File: config.mk
export PLATFORM = sky130hd
export DESIGN_NAME = if_fetch_core
export DESIGN_NICKNAME = d
export VERILOG_FILES = /design/src/rtl/if_fetch_core.sv
export SDC_FILE = /design/constraint.sdc
export NUM_CORES = 1
export LEC_CHECK = 0
export CAP_MARGIN = 10
export CORE_MARGIN = 4
export CORE_UTILIZATION = 41
export DETAILED_ROUTE_END_ITERATION = 8
export PLACE_DENSITY = 0.77
export SKIP_LAST_GASP = 1
export SLEW_MARGIN = 40
export SYNTH_ARGS = -nofsm -noshare
export SYNTH_HDL_FRONTEND = slang
export SYNTH_SLANG_ARGS = --single-unit
File: constraint.sdc
create_clock -name clk -period 3.3 [get_ports clk]
set_input_delay 0.825 -clock clk [delete_from_list [all_inputs] [get_ports clk]]
set_output_delay 0.825 -clock clk [all_outputs]
set_load 0.05 [all_outputs]
File: src/rtl/if_fetch_core.sv
// Instruction-fetch sequencer: owns the fetch PC, issues single-outstanding
// icache reads and presents each returned word to the RF stage as a pulse.
module if_fetch_core #(
  parameter logic [31:0] RESET_VECTOR = 32'hBFC0_0000,
  parameter logic [31:0] EXC_VECTOR   = 32'h8000_0080
) (
  input  logic        clk,
  input  logic        rst,
  output logic        icache_req,
  output logic [31:0] icache_addr,
  input  logic        icache_ready,
  input  logic        icache_rvalid,
  input  logic [31:0] icache_rdata,
  output logic        rf_valid,
  output logic        rf_load,
  output logic [31:0] rf_instr,
  output logic [31:0] rf_pc,
  input  logic        rf_pc_update,
  input  logic        rf_stall,
  input  logic        rf_recover,
  input  logic        rf_clear,
  input  logic        branch_taken,
  input  logic [31:0] branch_target
);

  localparam logic [2:0] BOOT  = 3'd0;
  localparam logic [2:0] REQ   = 3'd1;
  localparam logic [2:0] WAIT  = 3'd2;
  localparam logic [2:0] HOLD  = 3'd3;
  localparam logic [2:0] DRAIN = 3'd4;

  logic [2:0]  state;
  logic        pend;
  logic        redir;
  logic [31:0] pend_addr;
  logic        accept;
  logic [31:0] next_pc;

  assign accept  = icache_req && icache_ready;
  assign next_pc = branch_taken ? (branch_target & 32'hFFFF_FFFC) : rf_pc + 32'd4;
  assign rf_load = rf_valid && (rf_instr[31:29] == 3'b100);

  // NOTE: all state is updated with non-blocking assignments so every branch
  // below reads the pre-edge values, independent of statement order.
  always_ff @(posedge clk or posedge rst) begin
    if (rst) begin
      state       <= BOOT;
      icache_req  <= 1'b0;
      icache_addr <= RESET_VECTOR;
      rf_valid    <= 1'b0;
      rf_instr    <= 32'h0;
      rf_pc       <= RESET_VECTOR;
      pend        <= 1'b0;
      redir       <= 1'b0;
      pend_addr   <= EXC_VECTOR;
    end else begin
      // NOTE: rf_valid defaults low every cycle, so each set below is a one-cycle pulse.
      rf_valid <= 1'b0;
      case (state)
        BOOT: begin
          state      <= REQ;
          icache_req <= 1'b1;
          pend       <= 1'b0;
          if (rf_clear) icache_addr <= EXC_VECTOR;
        end

        REQ: begin
          // The presented address must stay stable until accepted, so a clear
          // here only remembers the redirect.
          if (rf_clear && !redir) begin
            redir     <= 1'b1;
            pend_addr <= EXC_VECTOR;
          end
          if (accept) begin
            icache_req <= 1'b0;
            state      <= (redir || rf_clear) ? DRAIN : WAIT;
          end
        end

        WAIT: begin
          if (rf_clear) begin
            pend_addr <= EXC_VECTOR;
            if (icache_rvalid) begin
              // The response being cancelled is arriving now; nothing left to drain.
              icache_addr <= EXC_VECTOR;
              icache_req  <= 1'b1;
              state       <= REQ;
            end else begin
              state <= DRAIN;
            end
          end else if (icache_rvalid) begin
            rf_instr <= icache_rdata;
            rf_pc    <= icache_addr;
            state    <= HOLD;
            if (rf_stall) pend <= 1'b1;
            else          rf_valid <= 1'b1;
          end
        end

        HOLD: begin
          if (rf_clear) begin
            icache_addr <= EXC_VECTOR;
            icache_req  <= 1'b1;
            pend        <= 1'b0;
            state       <= REQ;
          end else if (rf_pc_update) begin
            icache_addr <= next_pc;
            icache_req  <= 1'b1;
            pend        <= 1'b0;
            state       <= REQ;
          end else begin
            // A recover and an owed pulse collapse into a single presentation.
            rf_valid <= !rf_stall && (pend || rf_recover);
            pend     <= rf_stall && (pend || rf_recover);
          end
        end

        DRAIN: begin
          if (icache_rvalid) begin
            icache_addr <= pend_addr;
            icache_req  <= 1'b1;
            redir       <= 1'b0;
            state       <= REQ;
          end
        end

        default: begin
          state      <= BOOT;
          icache_req <= 1'b0;
        end
      endcase
    end
  end

endmodule

==> impl_results.md <==
- GRT Total Usage: 19.08%
- DP HPWL: 9483 um
- Setup violators final: 0
- Area contributors post-synth: dfrtp_1 43%, mux2_2 14%, dfstp_2 9.6%
- Post-Synthesis Cells: 426
- Fmax: 385.3 MHz
- Unrepaired setup endpoints after global routing: no
- Crit path max-delay family: buffers and inverters
- Max_cap viols: 0
- Worst path buffer plus inverter count: 1
- Synth Flop Type: dfrtp_1
- Endpoint class of the critical path: output pin
- Place WS: between 400 and 500 ps
- TritonCTS clock tree: done
- Total gr overflow: 0
- Leading area contributor after synthesis: dfrtp_1
- Crit path max fanout: 6
- Multi-input logic area: around 2200 um2
- CP Class: register to output pin
- Clock Latency Late Sink: approximately 340 ps
- Number of diodes: 0
- FF+latch count, synth: a little over 100
- Top-level port count: 172
- Largest net degree at the start of global routing: 58
- Std-Cell Rows: 39
- Setup TNS: 0 ps
- Maximum vdd drop: 0.0002491 V
- Routed wire length: 13150 um
- Ys async rst share: 100.0%
- Via density per instance: 5.386
- Syn. warnings: 0
- Status: completed
- Fin cells: 743
- Cts bufs inserted: 9
- Synthesized area per cell: 11.53 um2
- Worst setup margin: roughly 700 ps
- Die area: around 14000 um2
- Req. time, crit path: 2470 ps
- Fillcell total: slightly above 900
- P per Cell Area: 376.2 nW/um2
- Nets@finish: 669
- Wire per inst: 17.69 um
- DR DRC count: 0
- Die W: around 120 um
- First-pass GRT wire length: 21940 um
- Class of the worst hold path: register to register
- Crit path time final: roughly 2600 ps
- Core Util, Final: 61.18%
- Share of Yosys cell area claimed by the top area cell type: 43.29%
- Die Y: 117.5 um
- Max incr delay on CP: 830 ps
- CTS max path bufs: 2
- Register area share after synthesis: 52.92%
- Syn_nets: 500
- Pre-antenna DRT Iters: 4
- Hold Path Depth: 1
- Post-CTS setup buffers: 0
- Initial antenna violation count: 0
- Synthesized area: 4913 um2
- Depth of the CTS H-tree: 3
- Critical Path Start Type: register
- Initial core utilization: 42.49%
- Reg2reg path depth: 7
- Synth unique cells: 54
- Worst path depth: 1
- Area grow syn2layout: 44.00%
- Initial DRC Count: 167
- CP Data Arrival Time: 1770 ps
- Post_cts resized: 0
- Port buffer count: 169
- Max stage delay cell, worst path: clkdlybuf4s50_1
- Core Region: 11560 um2
- Final hold violation count: 0
- Crit-path cells: clkdlybuf4s50_1
- Cts hold-fix bufs: 0
- EDFF count, synth: 0
- Worst Tran Pin Value: about 730 ps
- Via Count: 4002
- Max_slew headroom: 51.07%
- Clock transition at path regs: 70 ps
- Setup Skew: 6.255 ps
- GP Congestion: 0.8581
- Fin Hold WS: around 500 ps
- Pleak: approximately 3.0 nW
- Antenna-violating nets left: 0
- Placed cell count: 727
- Layout cell share with drive strength beyond 1: 20.00%
- Pins Over Slew Limit: 0
- Crit share post-route: 78.64%
- Clock Sinks: 103
- Vias in the first global route: 4291
- Seq. cell area: around 2600 um2
- CTS Root Cell: clkbuf_16
## final cells by class
class | count | share of cell area, %
Inverter | 6 | 0.3714
Clock buffer | 13 | 4.439
Sequential cell | 103 | 36.75
Timing Repair Buffer | 178 | 24.86
Tap cell | 143 | 2.529
Multi-Input combinational cell | 297 | 30.82
Clock inverter | 3 | 0.2299
## power by group
group	internal, mW	leakage (nW)	switching (mW)
logic	0.116	1.44	0.119
clock network	0.669	0.167	0.470
registers	1.28	1.34	0.00850
## flip-flops by register name, indices dropped and copies added (netlist names)
| signal | cells |
|---|---|
| state | 3 |
| icache_req | 1 |
| redir | 1 |
| rf_valid | 1 |
| pend | 1 |
| rf_instr | 32 |
| rf_pc | 32 |
| icache_addr | 32 |
## placed cells by master, fill, tap and decap left out, types with 5 or more instances in the layout
| cell | n |
|---|---|
| a21oi_1 | 10 |
| a22oi_1 | 16 |
| buf_4 | 9 |
| clkbuf_16 | 12 |
| clkdlybuf4s50_1 | 169 |
| dfrtp_1 | 85 |
| dfstp_2 | 18 |
| inv_1 | 5 |
| mux2_2 | 63 |
| nand2_1 | 32 |
| nand3_1 | 15 |
| nand4_1 | 7 |
| nor2_1 | 19 |
| nor2b_1 | 8 |
| nor3_1 | 8 |
| nor4_1 | 7 |
| o21ai_0 | 39 |
| xnor2_1 | 9 |
| xor2_1 | 16 |
## through the flow
step | instance area (um2) | total power, mW
2_1_floorplan | 4917 | 1.412
3_3_place_gp | 6738 | 1.545
3_5_place_dp | 6738 | 1.549
4_1_cts | 7068 | 2.699
5_1_grt | 7076 | 2.761
6_report | 7076 | 2.662
## worst register-to-register path, delay by kind of cell (launching register included)
family,cells,cell delay (ps)
compound gates,1,110
flops,1,480
simple gates,3,840
fa+ha+maj,1,290
buf+inv,1,190
xor+xnor,1,180
## synth_stat cells, types with 4 or more instances
master / n
dfrtp_1: 85
mux2_2: 63
o21ai_0: 39
nand2_1: 32
nor2_1: 19
dfstp_2: 18
a22oi_1: 16
xor2_1: 16
nand3_1: 15
buf_2: 12
a21oi_1: 10
xnor2_1: 9
nor2b_1: 8
nor3_1: 8
nand4_1: 7
nor4_1: 7
inv_1: 6
nand2b_1: 4
## cells by family (layout without fill, tap and decap cells)
family	after synthesis	in the layout	share of synthesized area, %
buf+inv	26	200	2.979
mux	66	66	15.05
simple gates	119	119	13.37
compound gates	86	86	10.98
xor+xnor	25	25	4.456
flops	103	103	52.92
fa+ha+maj	1	1	0.2546
## per-layer routing
metal	GRT usage, %	part of all wire, %	vias up
li1	-	-	1875
met1	24.00	43	1974
met2	31.65	49	129
met3	4.757	5.6	24
met4	7.619	2.5	0
met5	0	0	-
## path summary, 6_finish.rpt
kind,start,end,slack (ps)
worst max-delay path,rf_pc[22]$_DFFE_PP1P_,rf_pc[22],700
worst min-delay path,rf_instr[15]$_DFFE_PP0P_,rf_instr[15]$_DFFE_PP0P_,500
worst max register to register,rf_pc[3]$_DFFE_PP0P_,icache_addr[24]$_DFFE_PP1P_,1140
worst min register to register,rf_instr[15]$_DFFE_PP0P_,rf_instr[15]$_DFFE_PP0P_,500
max in group asynchronous,rst,rf_instr[15]$_DFFE_PP0P_,1720
min in group asynchronous,rst,icache_addr[3]$_DFFE_PP0P_,1030
Power figures use the tool's default switching activity.
